### config.mk
export PLATFORM = sky130hd
export DESIGN_NAME = simple_compute_top
export DESIGN_NICKNAME = d
export VERILOG_FILES = /design/src/rtl/simple_compute_top.sv
export SDC_FILE = /design/constraint.sdc
export NUM_CORES = 1
export LEC_CHECK = 0
export CORE_MARGIN = 3
export CORE_UTILIZATION = 35
export DETAILED_ROUTE_END_ITERATION = 8
export GPL_TIMING_DRIVEN = 0
export PLACE_DENSITY = 0.49
export SYNTH_ARGS = -nofsm -noshare
export SYNTH_HDL_FRONTEND = slang
export SYNTH_SLANG_ARGS = --single-unit
### constraint.sdc
create_clock -name ap_clk -period 6.67 [get_ports ap_clk]
set_input_delay 1.334 -clock ap_clk [delete_from_list [all_inputs] [get_ports ap_clk]]
set_output_delay 1.334 -clock ap_clk [all_outputs]
set_load 0.03 [all_outputs]
### src/rtl/simple_compute_top.sv
// simple_compute_top: two ap_ctrl_hs kernels, sum of squares (kernel 0) and an arithmetic series seeded with result0 (kernel 1).
// Optional macro SIMPLE_COMPUTE_IDLE_EN adds ap_idle0/ap_idle1 status outputs.

module simple_compute_kernel #(
    parameter int N     = 8,
    parameter int WIDTH = 32,
    parameter int KIND  = 0
) (
    input  logic             ap_clk,
    input  logic             ap_rst,
    input  logic             ap_start,
    input  logic [WIDTH-1:0] seed,
    output logic             ap_ready,
    output logic             ap_done,
`ifdef SIMPLE_COMPUTE_IDLE_EN
    output logic             ap_idle,
`endif
    output logic [WIDTH-1:0] result
);
    typedef enum logic [0:0] {IDLE = 1'b0, RUN = 1'b1} state_t;

    localparam logic [7:0] LAST_IDX = 8'(N - 1);

    state_t           state_r, state_s;
    logic [7:0]       idx_r, idx_s;
    logic [WIDTH-1:0] acc_r, acc_s;
    logic [WIDTH-1:0] result_r, result_s;
    logic             ready_r, ready_s;
    logic             done_r, done_s;
    logic [15:0]      sq_s;
    logic [WIDTH-1:0] term_s;
`ifdef SIMPLE_COMPUTE_IDLE_EN
    logic             idle_r;
`endif

    // Per-iteration addend: idx squared (kernel 0) or idx itself (kernel 1)
    always_comb begin
        sq_s = {8'd0, idx_r} * {8'd0, idx_r};
        if (KIND == 0) begin
            term_s = WIDTH'(sq_s);
        end else begin
            term_s = WIDTH'(idx_r);
        end
    end

    // Next-state and registered-output values
    always_comb begin
        state_s  = state_r;
        idx_s    = idx_r;
        acc_s    = acc_r;
        result_s = result_r;
        ready_s  = 1'b0;
        done_s   = 1'b0;
        case (state_r)
            IDLE: begin
                if (ap_start) begin
                    state_s = RUN;
                    idx_s   = 8'd0;
                    acc_s   = seed;
                    ready_s = 1'b1;
                end else begin
                    state_s = IDLE;
                end
            end
            RUN: begin
                acc_s = acc_r + term_s;
                idx_s = idx_r + 8'd1;
                if (idx_r == LAST_IDX) begin
                    result_s = acc_r + term_s;
                    done_s   = 1'b1;
                    state_s  = IDLE;
                end else begin
                    state_s = RUN;
                end
            end
            default: begin
                state_s = IDLE;
            end
        endcase
    end

    // State and output registers with synchronous active-low reset
    always_ff @(posedge ap_clk) begin
        if (!ap_rst) begin
            state_r  <= IDLE;
            idx_r    <= 8'd0;
            acc_r    <= {WIDTH{1'b0}};
            result_r <= {WIDTH{1'b0}};
            ready_r  <= 1'b0;
            done_r   <= 1'b0;
`ifdef SIMPLE_COMPUTE_IDLE_EN
            idle_r   <= 1'b1;
`endif
        end else begin
            state_r  <= state_s;
            idx_r    <= idx_s;
            acc_r    <= acc_s;
            result_r <= result_s;
            ready_r  <= ready_s;
            done_r   <= done_s;
`ifdef SIMPLE_COMPUTE_IDLE_EN
            idle_r   <= (state_s == IDLE);
`endif
        end
    end

    assign ap_ready = ready_r;
    assign ap_done  = done_r;
    assign result   = result_r;
`ifdef SIMPLE_COMPUTE_IDLE_EN
    assign ap_idle  = idle_r;
`endif
endmodule

module simple_compute_top #(
    parameter int N     = 8,
    parameter int WIDTH = 32
) (
    input  logic             ap_clk,
    input  logic             ap_rst,
    input  logic             ap_start0,
    output logic             ap_ready0,
    output logic             ap_done0,
    output logic [WIDTH-1:0] result0,
`ifdef SIMPLE_COMPUTE_IDLE_EN
    output logic             ap_idle0,
    output logic             ap_idle1,
`endif
    input  logic             ap_start1,
    output logic             ap_ready1,
    output logic             ap_done1,
    output logic [WIDTH-1:0] result1
);
    // Kernel 0 starts from zero; kernel 1 starts from the registered result0
    simple_compute_kernel #(.N(N), .WIDTH(WIDTH), .KIND(0)) u_k0 (
        .ap_clk   (ap_clk),
        .ap_rst   (ap_rst),
        .ap_start (ap_start0),
        .seed     ({WIDTH{1'b0}}),
        .ap_ready (ap_ready0),
        .ap_done  (ap_done0),
`ifdef SIMPLE_COMPUTE_IDLE_EN
        .ap_idle  (ap_idle0),
`endif
        .result   (result0)
    );

    simple_compute_kernel #(.N(N), .WIDTH(WIDTH), .KIND(1)) u_k1 (
        .ap_clk   (ap_clk),
        .ap_rst   (ap_rst),
        .ap_start (ap_start1),
        .seed     (result0),
        .ap_ready (ap_ready1),
        .ap_done  (ap_done1),
`ifdef SIMPLE_COMPUTE_IDLE_EN
        .ap_idle  (ap_idle1),
`endif
        .result   (result1)
    );
endmodule

# Word level (Yosys, flattened, before mapping)
# Cells that the tools add are included.
[totals]
reg_bits = 150
mem_bits_ro = 0
mem_bits_rw = 0
inputBits = 4
mem_count = 0
latch_bits = 0
[classes]
div = 0
eq_ne = 4
reduce_logical = 6
addsub = 4
shifts = 0
multipliers = 1
bitwise_logic = 3
muxes = 16
n_lt_le_gt_ge = 0
[ops]
columns = ["cell", "count"]
rows = [
  ["$pmux 32 s2", 2],
  ["$mux 32", 2],
  ["$add 32x16->32", 1],
  ["$add 32x8->32", 1],
  ["$pmux 8 s2", 2],
  ["$add 8x1->8 const B", 2],
  ["$eq 8x3->1 const B", 2],
  ["$mul 8x8->16", 1],
  ["$mux 8", 2],
  ["$reduce_and 2->1", 4],
  ["$mux 1", 6],
  ["$ne 2x2->1 const B", 2],
  ["$pmux 1 s2", 2],
  ["$reduce_or 2->1", 2],
  ["$not 1->1", 3],
]

# Logic depth before layout (Yosys ltp)
[depth]
word_depth = 3
depth_mapped = 19
depth_no_buf = 17

# Cells and area by module
# Synthesis repeated with hierarchy kept, for this count alone.
[unflattened]
cells_unflattened = 1120
area_unflattened_um2 = 9516.6
[modules_own_cells]
columns = ["module", "cells_each", "instances", "seq_area_each_um2", "area_each_um2"]
rows = [
  ["simple_compute_kernel (u_k0)", 662, 1, 1501.4, 5570.3],
  ["simple_compute_kernel (u_k1)", 457, 1, 1501.4, 3942.5],
  ["simple_compute_top", 1, 1, 0.0, 3.8],
]

# Least setup slack after synthesis
# Ideal clock, no wire load.
[synth_timing]
path_kind = "flip-flop to flip-flop"
start = "register u_k0.idx_r[5]"
end = "register u_k0.acc_r[29]"
path_slack_ps = 1938
t_arrival_ps = 4670
setup_ps = 62
path_buffers = 2
period_less_slack_ps = 4732
stages_incl_launch_ff = 18
cell_sequence = "dfxtp_1 > clkbuf_1 > and2_1 > fa_1 > fa_1 > inv_1 > fa_1 > fa_1 > inv_1 > ha_1 > nand2_1 > o21ai_1 > nand4_1 > and2_1 > o31a_1 > buf_2 > or4_1 > nand3_1"
[synth_between]
elab_chain_len = 3
[synth_lines]
columns = ["item", "line", "rtl"]
rows = [
  ["start, declared", "25", "logic [7:0] idx_r, idx_s;"],
  ["start signal, assigned", "96", "idx_r <= idx_s;"],
  ["$mul 8x8->16", "38", "sq_s = {8'd0, idx_r} * {8'd0, idx_r};"],
  ["$add 32x16->32", "66", "acc_s = acc_r + term_s;"],
  ["$pmux 32 s2", "54", "case (state_r)"],
  ["end signal, assigned", "87", "acc_r <= {WIDTH{1'b0}};"],
  ["end signal, assigned", "97", "acc_r <= acc_s;"],
  ["end, declared", "26", "logic [WIDTH-1:0] acc_r, acc_s;"],
]
# Every way passes these cells.
# A chain may end at the register's enable or synchronous reset.

# Worst setup path after layout
[layout_timing]
start = "register u_k0.idx_r[5]"
end = "register u_k0.acc_r[23]"
# The elaborated chain is that of the path after synthesis.

==> impl_metrics.ini <==
[yosys]
yosysTopAreaCell = dfxtp_1
synthCells = 1154
ys_seq_elements = 150
synth_edf_count = 0
netlist.area_leader.share = 0.318
synth.net_count = 1249
yosysSeqAreaShare = 0.318
syn_area_per_cell_um2 = 8.18
syn-cell-area_um2 = 9440
synth_top_cells_by_area = dfxtp_1 (32%), fa_1 (8.1%), ha_1 (7.0%)
async_flop_share = 0
synth_warnings = 0
synthFlopType = dfxtp_1
synth_cell_types = 63

[route]
remaining_drc_errors = 0
drt_iter0_markers = 494
viasPerCell = 5.41
wirelength_mm = 29.7
first_pass_iters = 7
vias = 8596
ant_nets = 0
wl_per_cell_um = 18.7

[clock_network]
holdBufCountCts = 0
clockBufferDepth = 2
numCtsBuffers = 17
root_buffer = clkbuf_16
post_cts_buffers = 0
clock_latency_ns = 0.43
cts_tree = yes
cts.repair.resized = 0
cts_sinks = 150
cts.htree.levels = 4
clk_pin_slew_ns = 0.07

[layout]
final_area_um2 = 11100
final_util = 0.424
layout-drive-gt1-share = 0.0415
area_growth_pct = 18.1
n_antenna_cell = 0
nets = 1337
fillers = 2672

[flow_run]
drv_cap = 0

[floorplan]
die_height_um = 170
io_pins = 72
fp.dieW_um = 170
start_util = 0.359
core_um2 = 26300
dieArea_um2 = 29000
fp-row-count = 59

[sta]
finalSetupTns_ns = 0
whs_ns = 0.452
max_clock_freq_mhz = 179
setup_viol = 0
worst_pin_slew_ns = 0.940
finalHoldViolations = 0
rsz0062_at_grt = false
finClkSkew_ns = 0.0125
max-slew-margin-rel = 0.373
period_needed_ns = 5.60
finalMaxSlewViolations = 0
min_period_over_period = 0.839

[setup_path]
rrSetupSlack_ns = 1.07
worstSetupStartpointType = flip-flop
worstPathRequired_ns = 6.99
reg2reg_depth = 17
cp_max_fo = 10
setup.worst_path.end_class = flip-flop
r2r-start = u_k0.idx_r[5]
cp.arrival_ns = 5.92
path_class = flip-flop to flip-flop
r2r_end = u_k0.acc_r[23]

[hold_path]
hold_path_depth = 2
hold_class = flip-flop to flip-flop
hold_path_end = u_k1.result[6]
min-delay-start = u_k1.result[6]

[run_status]
outcome = finished clean

[placed_design]
place.gp.congestion = 0.863
dpl-instance-area_um2 = 10500
io_buffers = 69
dp_hpwl_mm = 22.7

[pwr]
powerDensity_nw_per_um2 = 181
vdd_ir_drop_max_mv = 0.163
p_leak_nw = 4.34
p_total_mw = 2.02

[grt]
grt_first_pass_wirelength_mm = 47.1
grt_use_total = 0.207
overflow = 0
antenna_found_initial = 0
grt_max_degree = 17
grt_pass1_vias = 8229
-- where the power goes --
part           leakage (nW)  switching [mW]  internal (mW)
Combinational          2.83          0.0791         0.0292
Sequential             1.21         0.00849          0.904
Clock                 0.292           0.384          0.614
-- cell usage in the layout (no fill, tap or decap), drive strengths merged, types with 22 or more instances in the layout --
cell type	instances
dfxtp	150
nand3	32
a21oi	107
inv	71
ha	53
nor2	80
and2	22
fa	38
o21ai	61
a211oi	39
xor2	31
clkdlybuf4s50	69
nor3	43
clkbuf	82
nand2	120
-- synthesized netlist by cell type, types with 32 or more instances --
cell type	number
nor2_1	79
ha_1	53
o21ai_0	55
nand2_1	120
clkbuf_1	60
fa_1	38
nand3_1	32
nor3_1	42
a211oi_1	39
a21oi_1	107
inv_1	71
dfxtp_1	150
-- worst max path at each step --
stage | end | start
final | u_k0.acc_r[23] | u_k0.idx_r[5]
after global routing | u_k0.result[22] | u_k0.idx_r[5]
after CTS | u_k0.acc_r[23] | u_k0.idx_r[5]
after detailed placement | u_k0.acc_r[23] | u_k0.idx_r[5]
after global placement | u_k0.acc_r[22] | u_k0.idx_r[2]
after floorplan | u_k0.acc_r[29] | u_k0.idx_r[5]
-- per-stage QoR --
step	worst slack, ns	cells
final	1.07	1589
after global routing	0.743	1589
after CTS	1.04	1589
after detailed placement	1.03	1558
after global placement	1.04	1558
after floorplan	1.94	1154
-- area by class of cell --
type	count	area, µm²	share of cell area
repair buffers	69	691	0.0620
inverters	71	267	0.0239
clock inverters	9	125	0.0112
plain buffers	80	330	0.0296
flip-flops and latches	150	3000	0.269
well taps	335	419	0.0376
multi-input cells	853	5840	0.524
clock buffers	22	474	0.0426
-- flip-flops by register name, summed over array words and instances (netlist names) --
signal         count
u_k0.acc_r        32
u_k0.result       32
u_k1.acc_r        32
u_k1.result       32
u_k0.idx_r         8
u_k1.idx_r         8
u_k0.ap_done       1
u_k0.ap_ready      1
u_k0.state_r       1
u_k1.ap_done       1
u_k1.ap_ready      1
u_k1.state_r       1
-- cells by family (layout without fill, tap and decap cells) --
kind of cell / Yosys count / in the layout / synth area share
compound gates: 300 / 300 / 0.197
xor+xnor: 50 / 50 / 0.0464
flops: 150 / 150 / 0.318
fa+ha+maj: 91 / 91 / 0.151
mux: 14 / 14 / 0.0153
simple gates: 398 / 398 / 0.209
buf+inv: 151 / 251 / 0.0633
-- critical path, cell delays in order (launching register included) --
cell	delay, ns
dfxtp_1	0.36
clkbuf_1	0.44
and2_1	0.25
fa_1	0.45
fa_1	0.51
inv_1	0.05
fa_1	0.46
fa_1	0.54
inv_1	0.04
ha_1	0.33
nand2_1	0.10
o21ai_1	0.26
nand4_1	0.23
and3_1	0.23
nor4_1	0.59
buf_2	0.34
o21ai_0	0.12
a22o_1	0.20
-- per-layer routing --
layer / share of wire / track usage / vias up
met3: 0.039 / 0.0265 / 20
li1: - / - / 4252
met1: 0.48 / 0.288 / 4130
met4: 0.0080 / 0.0416 / 0
met2: 0.47 / 0.348 / 194
met5: 0 / 0 / -
Power figures use the tool's default switching activity.
